File: src/rtl/cdb_arbiter_if.sv
// Bus bundle between the two result producers, the arbiter, and the CDB consumers.
// master = producers/consumers side, slave = arbiter side.
interface cdb_arbiter_if #(
  parameter int ROB_WIDTH = 4
);
  logic                 alu_valid;
  logic [ROB_WIDTH-1:0] alu_rob_index;
  logic [31:0]          alu_val;
  logic                 alu_actual_br;
  logic [31:0]          alu_pc_jump;
  logic                 alu_full;
  logic                 lsb_valid;
  logic [ROB_WIDTH-1:0] lsb_rob_index;
  logic [31:0]          lsb_val;
  logic                 lsb_full;
  logic                 cdb_valid;
  logic                 cdb_src;
  logic [ROB_WIDTH-1:0] cdb_rob_index;
  logic [31:0]          cdb_val;
  logic                 cdb_actual_br;
  logic [31:0]          cdb_pc_jump;

  modport master (
    output alu_valid, alu_rob_index, alu_val, alu_actual_br, alu_pc_jump,
    output lsb_valid, lsb_rob_index, lsb_val,
    input  alu_full, lsb_full,
    input  cdb_valid, cdb_src, cdb_rob_index, cdb_val, cdb_actual_br, cdb_pc_jump
  );

  modport slave (
    input  alu_valid, alu_rob_index, alu_val, alu_actual_br, alu_pc_jump,
    input  lsb_valid, lsb_rob_index, lsb_val,
    output alu_full, lsb_full,
    output cdb_valid, cdb_src, cdb_rob_index, cdb_val, cdb_actual_br, cdb_pc_jump
  );
endinterface

File: src/rtl/cdb_arbiter.sv
// Single common data bus: ALU and LSB results are queued in per-source FIFOs and
// a round-robin arbiter broadcasts at most one registered entry per cycle.
module cdb_arbiter #(
  parameter int ROB_WIDTH  = 4,
  parameter int FIFO_WIDTH = 2
) (
  input  logic             clk_in,
  input  logic             rst_n_in,
  input  logic             rdy_in,
  input  logic             clr_in,
  cdb_arbiter_if.slave     bus
);
  localparam int DEPTH = 2 ** FIFO_WIDTH;
  localparam logic [FIFO_WIDTH:0]   CNT_ONE  = (FIFO_WIDTH+1)'(1);
  localparam logic [FIFO_WIDTH:0]   CNT_FULL = (FIFO_WIDTH+1)'(DEPTH);
  localparam logic [FIFO_WIDTH-1:0] PTR_ONE  = FIFO_WIDTH'(1);

  typedef struct packed {
    logic [ROB_WIDTH-1:0] tag;
    logic [31:0]          val;
    logic                 br;
    logic [31:0]          jmp;
  } alu_ent_t;

  typedef struct packed {
    logic [ROB_WIDTH-1:0] tag;
    logic [31:0]          val;
  } lsb_ent_t;

  alu_ent_t              r_alu_mem [DEPTH];
  lsb_ent_t              r_lsb_mem [DEPTH];
  logic [FIFO_WIDTH-1:0] r_alu_rd, r_alu_wr, r_lsb_rd, r_lsb_wr;
  logic [FIFO_WIDTH:0]   r_alu_cnt, r_lsb_cnt;
  logic                  r_prio_lsb;

  logic                  r_cdb_valid;
  logic                  r_cdb_src;
  logic [ROB_WIDTH-1:0]  r_cdb_tag;
  logic [31:0]           r_cdb_val;
  logic                  r_cdb_br;
  logic [31:0]           r_cdb_jmp;

  logic     w_alu_full, w_lsb_full, w_alu_empty, w_lsb_empty;
  logic     w_alu_push, w_lsb_push, w_gnt_alu, w_gnt_lsb;
  alu_ent_t w_alu_head;
  lsb_ent_t w_lsb_head;

  // Full is a registered decode, so a full FIFO refuses a push even while it is popped.
  assign w_alu_full  = (r_alu_cnt == CNT_FULL);
  assign w_lsb_full  = (r_lsb_cnt == CNT_FULL);
  assign w_alu_empty = (r_alu_cnt == '0);
  assign w_lsb_empty = (r_lsb_cnt == '0);
  assign w_alu_push  = bus.alu_valid & ~w_alu_full;
  assign w_lsb_push  = bus.lsb_valid & ~w_lsb_full;
  assign w_gnt_alu   = ~w_alu_empty & (w_lsb_empty | ~r_prio_lsb);
  assign w_gnt_lsb   = ~w_lsb_empty & (w_alu_empty |  r_prio_lsb);
  assign w_alu_head  = r_alu_mem[r_alu_rd];
  assign w_lsb_head  = r_lsb_mem[r_lsb_rd];

  always_ff @(posedge clk_in) begin
    if (rdy_in && !clr_in && w_alu_push)
      r_alu_mem[r_alu_wr] <= {bus.alu_rob_index, bus.alu_val, bus.alu_actual_br, bus.alu_pc_jump};
    if (rdy_in && !clr_in && w_lsb_push)
      r_lsb_mem[r_lsb_wr] <= {bus.lsb_rob_index, bus.lsb_val};
  end

  always_ff @(posedge clk_in or negedge rst_n_in) begin
    if (!rst_n_in) begin
      r_alu_rd    <= '0;
      r_alu_wr    <= '0;
      r_alu_cnt   <= '0;
      r_lsb_rd    <= '0;
      r_lsb_wr    <= '0;
      r_lsb_cnt   <= '0;
      r_prio_lsb  <= 1'b0;
      r_cdb_valid <= 1'b0;
      r_cdb_src   <= 1'b0;
      r_cdb_tag   <= '0;
      r_cdb_val   <= '0;
      r_cdb_br    <= 1'b0;
      r_cdb_jmp   <= '0;
    end else if (rdy_in) begin
      if (clr_in) begin
        r_alu_rd    <= '0;
        r_alu_wr    <= '0;
        r_alu_cnt   <= '0;
        r_lsb_rd    <= '0;
        r_lsb_wr    <= '0;
        r_lsb_cnt   <= '0;
        r_prio_lsb  <= 1'b0;
        r_cdb_valid <= 1'b0;
      end else begin
        if (w_alu_push) r_alu_wr <= r_alu_wr + PTR_ONE;
        if (w_lsb_push) r_lsb_wr <= r_lsb_wr + PTR_ONE;
        if (w_gnt_alu)  r_alu_rd <= r_alu_rd + PTR_ONE;
        if (w_gnt_lsb)  r_lsb_rd <= r_lsb_rd + PTR_ONE;

        if (w_alu_push && !w_gnt_alu)      r_alu_cnt <= r_alu_cnt + CNT_ONE;
        else if (!w_alu_push && w_gnt_alu) r_alu_cnt <= r_alu_cnt - CNT_ONE;
        if (w_lsb_push && !w_gnt_lsb)      r_lsb_cnt <= r_lsb_cnt + CNT_ONE;
        else if (!w_lsb_push && w_gnt_lsb) r_lsb_cnt <= r_lsb_cnt - CNT_ONE;

        if (w_gnt_alu) begin
          r_cdb_valid <= 1'b1;
          r_cdb_src   <= 1'b0;
          r_cdb_tag   <= w_alu_head.tag;
          r_cdb_val   <= w_alu_head.val;
          r_cdb_br    <= w_alu_head.br;
          r_cdb_jmp   <= w_alu_head.jmp;
          r_prio_lsb  <= 1'b1;
        end else if (w_gnt_lsb) begin
          r_cdb_valid <= 1'b1;
          r_cdb_src   <= 1'b1;
          r_cdb_tag   <= w_lsb_head.tag;
          r_cdb_val   <= w_lsb_head.val;
          r_cdb_br    <= 1'b0;
          r_cdb_jmp   <= '0;
          r_prio_lsb  <= 1'b0;
        end else begin
          r_cdb_valid <= 1'b0;
        end
      end
    end
  end

  assign bus.alu_full      = w_alu_full;
  assign bus.lsb_full      = w_lsb_full;
  assign bus.cdb_valid     = r_cdb_valid;
  assign bus.cdb_src       = r_cdb_src;
  assign bus.cdb_rob_index = r_cdb_tag;
  assign bus.cdb_val       = r_cdb_val;
  assign bus.cdb_actual_br = r_cdb_br;
  assign bus.cdb_pc_jump   = r_cdb_jmp;
endmodule

File: src/flat_wrapper.sv
// flat-port wrapper written by rule: the top's interface ports become plain ports
module cdb_arbiter_flat 
#(
  parameter int ROB_WIDTH  = 4,
  parameter int FIFO_WIDTH = 2
)
  (clk_in, rst_n_in, rdy_in, clr_in, bus_alu_valid, bus_alu_rob_index, bus_alu_val, bus_alu_actual_br, bus_alu_pc_jump, bus_lsb_valid, bus_lsb_rob_index, bus_lsb_val, bus_alu_full, bus_lsb_full, bus_cdb_valid, bus_cdb_src, bus_cdb_rob_index, bus_cdb_val, bus_cdb_actual_br, bus_cdb_pc_jump);
  cdb_arbiter_if #(.ROB_WIDTH(ROB_WIDTH)) bus_i ();
  input  logic clk_in;
  input  logic rst_n_in;
  input  logic rdy_in;
  input  logic clr_in;
  input wire logic [$bits(bus_i.alu_valid)-1:0] bus_alu_valid;
  input wire logic [$bits(bus_i.alu_rob_index)-1:0] bus_alu_rob_index;
  input wire logic [$bits(bus_i.alu_val)-1:0] bus_alu_val;
  input wire logic [$bits(bus_i.alu_actual_br)-1:0] bus_alu_actual_br;
  input wire logic [$bits(bus_i.alu_pc_jump)-1:0] bus_alu_pc_jump;
  input wire logic [$bits(bus_i.lsb_valid)-1:0] bus_lsb_valid;
  input wire logic [$bits(bus_i.lsb_rob_index)-1:0] bus_lsb_rob_index;
  input wire logic [$bits(bus_i.lsb_val)-1:0] bus_lsb_val;
  output wire logic [$bits(bus_i.alu_full)-1:0] bus_alu_full;
  output wire logic [$bits(bus_i.lsb_full)-1:0] bus_lsb_full;
  output wire logic [$bits(bus_i.cdb_valid)-1:0] bus_cdb_valid;
  output wire logic [$bits(bus_i.cdb_src)-1:0] bus_cdb_src;
  output wire logic [$bits(bus_i.cdb_rob_index)-1:0] bus_cdb_rob_index;
  output wire logic [$bits(bus_i.cdb_val)-1:0] bus_cdb_val;
  output wire logic [$bits(bus_i.cdb_actual_br)-1:0] bus_cdb_actual_br;
  output wire logic [$bits(bus_i.cdb_pc_jump)-1:0] bus_cdb_pc_jump;
  assign bus_i.alu_valid = bus_alu_valid;
  assign bus_i.alu_rob_index = bus_alu_rob_index;
  assign bus_i.alu_val = bus_alu_val;
  assign bus_i.alu_actual_br = bus_alu_actual_br;
  assign bus_i.alu_pc_jump = bus_alu_pc_jump;
  assign bus_i.lsb_valid = bus_lsb_valid;
  assign bus_i.lsb_rob_index = bus_lsb_rob_index;
  assign bus_i.lsb_val = bus_lsb_val;
  assign bus_alu_full = bus_i.alu_full;
  assign bus_lsb_full = bus_i.lsb_full;
  assign bus_cdb_valid = bus_i.cdb_valid;
  assign bus_cdb_src = bus_i.cdb_src;
  assign bus_cdb_rob_index = bus_i.cdb_rob_index;
  assign bus_cdb_val = bus_i.cdb_val;
  assign bus_cdb_actual_br = bus_i.cdb_actual_br;
  assign bus_cdb_pc_jump = bus_i.cdb_pc_jump;
  cdb_arbiter #(.ROB_WIDTH(ROB_WIDTH), .FIFO_WIDTH(FIFO_WIDTH)) u_core (.clk_in(clk_in), .rst_n_in(rst_n_in), .rdy_in(rdy_in), .clr_in(clr_in), .bus(bus_i));
endmodule
File: config.mk
export PLATFORM = sky130hd
export DESIGN_NAME = cdb_arbiter_flat
export DESIGN_NICKNAME = d
export VERILOG_FILES = /design/src/rtl/cdb_arbiter_if.sv /design/src/rtl/cdb_arbiter.sv /design/src/flat_wrapper.sv
export SDC_FILE = /design/constraint.sdc
export NUM_CORES = 1
export LEC_CHECK = 0
export CORE_ASPECT_RATIO = 1.1
export CORE_MARGIN = 5
export CORE_UTILIZATION = 45
export CTS_BUF_LIST = sky130_fd_sc_hd__clkbuf_8
export CTS_CLUSTER_DIAMETER = 100
export DETAILED_ROUTE_END_ITERATION = 7
export HOLD_SLACK_MARGIN = 0.1
export PLACE_DENSITY = 0.77
export RECOVER_POWER = 25
export SLEW_MARGIN = 5
export SYNTH_ARGS = -nofsm -noshare
export SYNTH_HDL_FRONTEND = slang
export SYNTH_SLANG_ARGS = --single-unit
File: constraint.sdc
create_clock -name clk_in -period 5.34 [get_ports clk_in]
set_input_delay 1.335 -clock clk_in [delete_from_list [all_inputs] [get_ports clk_in]]
set_output_delay 1.335 -clock clk_in [all_outputs]
set_load 0.05 [all_outputs]
==> reports/metrics.csv <==
metric,value,unit
status,"finished, final reports clean",
crit_path_start_kind,flop,
synth_commonest_cells,"edfxtp_1 (420), mux4_2 (105), dfrtp_1 (86)",
drive_above_1_share,20.7,%
ios,184,
vdd_drop_max,0.294,mV
start_util,45.4,%
worst_path_dominant_cell_family,buffers and inverters,
p_clk_share,27.8,%
total_power,11.4,mW
cts-root-buf,clkbuf_8,
ctsHoldBuffers,0,
die_w,207,µm
wl_per_cell,23.1,µm
htreeDepth,3,
arrival,2.59,ns
first_global_vias,10361,
hpwlAfterDp,25.6,mm
powerDensity,491,nW/µm²
design_area,23200,µm²
cts_tree,done,
placementRows,79,
min_path_type,flop to flop,
track_usage,17.8,%
crit_chain,or3b_2 > inv_1 > clkdlybuf4s50_1,
avgSynthCellArea,20.6,µm²
overflow,0,
path_clk_slew,0.07,ns
place_area,21600,µm²
setup-violations-final,0,
clock-sinks,506,
cp.required,4.01,ns
post-route-period-util,73.4,%
synthTopCellsByArea,"edfxtp_1 (66%), mux4_2 (12%), dfrtp_1 (11%)",
yosys_register_bits,506,
internal_power,7.68,mW
tns,0,ns
grt_max_degree,82,
synthCells,928,
antenna_found_initial,7,
grt_setup_unrepaired,no,
clock_skew,0.0433,ns
synth.largest_area_cell,edfxtp_1,
async_flop_share,17.0,%
p_leak,7.95,nW
worstSetupPathType,flop to output port,
port_buffers,183,
crit_fanout,8,
synth_most_common_cell,edfxtp_1,
fmax,255,MHz
numCtsBuffers,79,
whs,0.476,ns
switching_share,32.5,%
crit_path_end_kind,output port,
ys_warn_count,0,
first_iter_violations,687,
synth-edff-count,420,
synth_ff_type,edfxtp_1,
p_switching,3.70,mW
grt_pass1_wl,62.4,mm
fin_util,54.9,%
fin_crit,3.92,ns
dieHeight,226,µm
antenna_left,0,
dieArea,46800,µm²
netlist_area,19100,µm²
synth_top_area_share,65.9,%
clock_latency,0.63,ns
drt-total-wl,41.2,mm
hold_viol,0,
syn_to_final_growth,21.1,%
seq_power_share,45.5,%
cp_slowest_stage_delay,0.83,ns
synth_seq_area_share,77.1,%
synth_cell_type_count,54,
viasPerCell,5.38,
slew_headroom,27.3,%
drt_pre_antenna_iters,5,
cp_num_buf_inv,2,
nNetsFinal,1273,
syn_nets,1049,
cts_resized,0,
core_area,42200,µm²
comb_power_share,26.7,%
worst_slew_pin_slew,1.09,ns
clk_path_buf_depth,3,
drc,0,
cts_setup_buffers,0,
place.gp.congestion,0.766,
crit_slowest_cell,clkdlybuf4s50_1,
drv_slew,0,
fill_cells,3206,
cap_violations,0,
num_vias,9610,
cells in the final DEF, fill, tap and decap left out, types with 4 or more instances in the layout:
cell type        Yosys  routed
nor2_1               5       5
clkinv_1             0       9
clkbuf_8             0      92
nor3_1               4       4
mux4_2             105     105
clkdlybuf4s50_1      0     108
nand2_1             70      70
buf_12               0       4
o22ai_1              4       4
mux2_2               4       4
clkinv_2             0       6
clkinvlp_4           0       4
ha_1                 8       8
a22o_1              35      35
dlygate4sd3_1        0      74
dfrtp_1             86      82
and3_2               0       4
and3_4               0       4
a22oi_1             25      25
edfxtp_1           420     420
mux2i_1             10      10
buf_4                1       9
o21ai_0             14      14
a21oi_1              5       5
inv_1               17      45
o21ai_1              6       6
worst min-delay path, stage by stage, from the launching register on:
cell and delay (ns):
dfrtp_1 0.34, nand2_1 0.05, nand2_1 0.05
per-stage QoR:
step                setup WS, ns  cells
floorplan                   1.13    928
global placement            1.23   1638
detailed placement          1.13   1638
CTS                         1.35   1784
global route                1.33   1786
finish                      1.42   1787
final cells by class:
cell class	instances	area (µm²)	share of cell area [%]
multi-input combinational	353	4080	17.6
clock buffer	92	1270	5.46
antenna	3	7.51	0.0324
inverter	17	63.8	0.275
timing repair buffer	195	1970	8.50
sequential	506	14800	63.8
tap	567	709	3.06
clock inverter	54	310	1.34
power by group through the flow:
stage	registers [mW]	logic (mW)	clock network, mW
detailed placement	5.27	3.09	0
finish	5.18	3.04	3.16
global placement	5.26	3.06	0
CTS	5.20	3.10	3.23
floorplan	5.74	1.54	0
global route	5.25	3.23	3.43
state kept, by name, indices dropped and copies added (netlist names), 3 cells and up:
name and cells:
u_core.bus.cdb_rob_index 4, u_core.r_alu_mem 276, u_core.r_lsb_mem 144, u_core.bus.cdb_val 32, u_core.bus.cdb_pc_jump 32, u_core.r_alu_cnt 3
u_core.r_lsb_cnt 3
metal layers:
layer	GRT usage [%]	up-vias	wire (µm)	part of all wire, %
met3	4.01	73	2660	6.4
li1	-	4245	-	-
met2	29.4	335	20600	50
met5	0	-	24	0.058
met1	24.2	4953	17000	41
met4	5.11	4	840	2.0
path summary, 6_finish.rpt:
kind | from | to | slack [ns] | cells after the start
setup / recovery | u_core.r_alu_cnt[0]$_DFFE_PN0P_ | bus_alu_full | 1.42 | 3
hold / removal | u_core.bus.cdb_val[14]$_DFFE_PN0P_ | u_core.bus.cdb_val[14]$_DFFE_PN0P_ | 0.48 | 2
setup reg to reg | u_core.r_alu_rd[0]$_DFFE_PN0P_ | u_core.bus.cdb_val[21]$_DFFE_PN0P_ | 2.60 | 4
hold reg to reg | u_core.bus.cdb_val[14]$_DFFE_PN0P_ | u_core.bus.cdb_val[14]$_DFFE_PN0P_ | 0.48 | 2
max in group asynchronous | rst_n_in | u_core.bus.cdb_val[29]$_DFFE_PN0P_ | 3.56 | 2
min in group asynchronous | rst_n_in | u_core.r_lsb_cnt[0]$_DFFE_PN0P_ | 0.82 | 1
logic make-up (layout without fill, tap and decap cells):
group,after synthesis,count (layout),synth area share (%)
other,0,3,0
flip-flops,506,506,77.1
buffers and inverters,69,358,1.73
AO/OA/AOI/OAI,117,117,4.73
AND/OR/NAND/NOR,106,106,2.54
XOR/XNOR,1,1,0.0458
adder cells (fa/ha/maj),10,10,0.732
multiplexers,119,119,13.1
No activity file was read; power rests on OpenSTA's default activity.
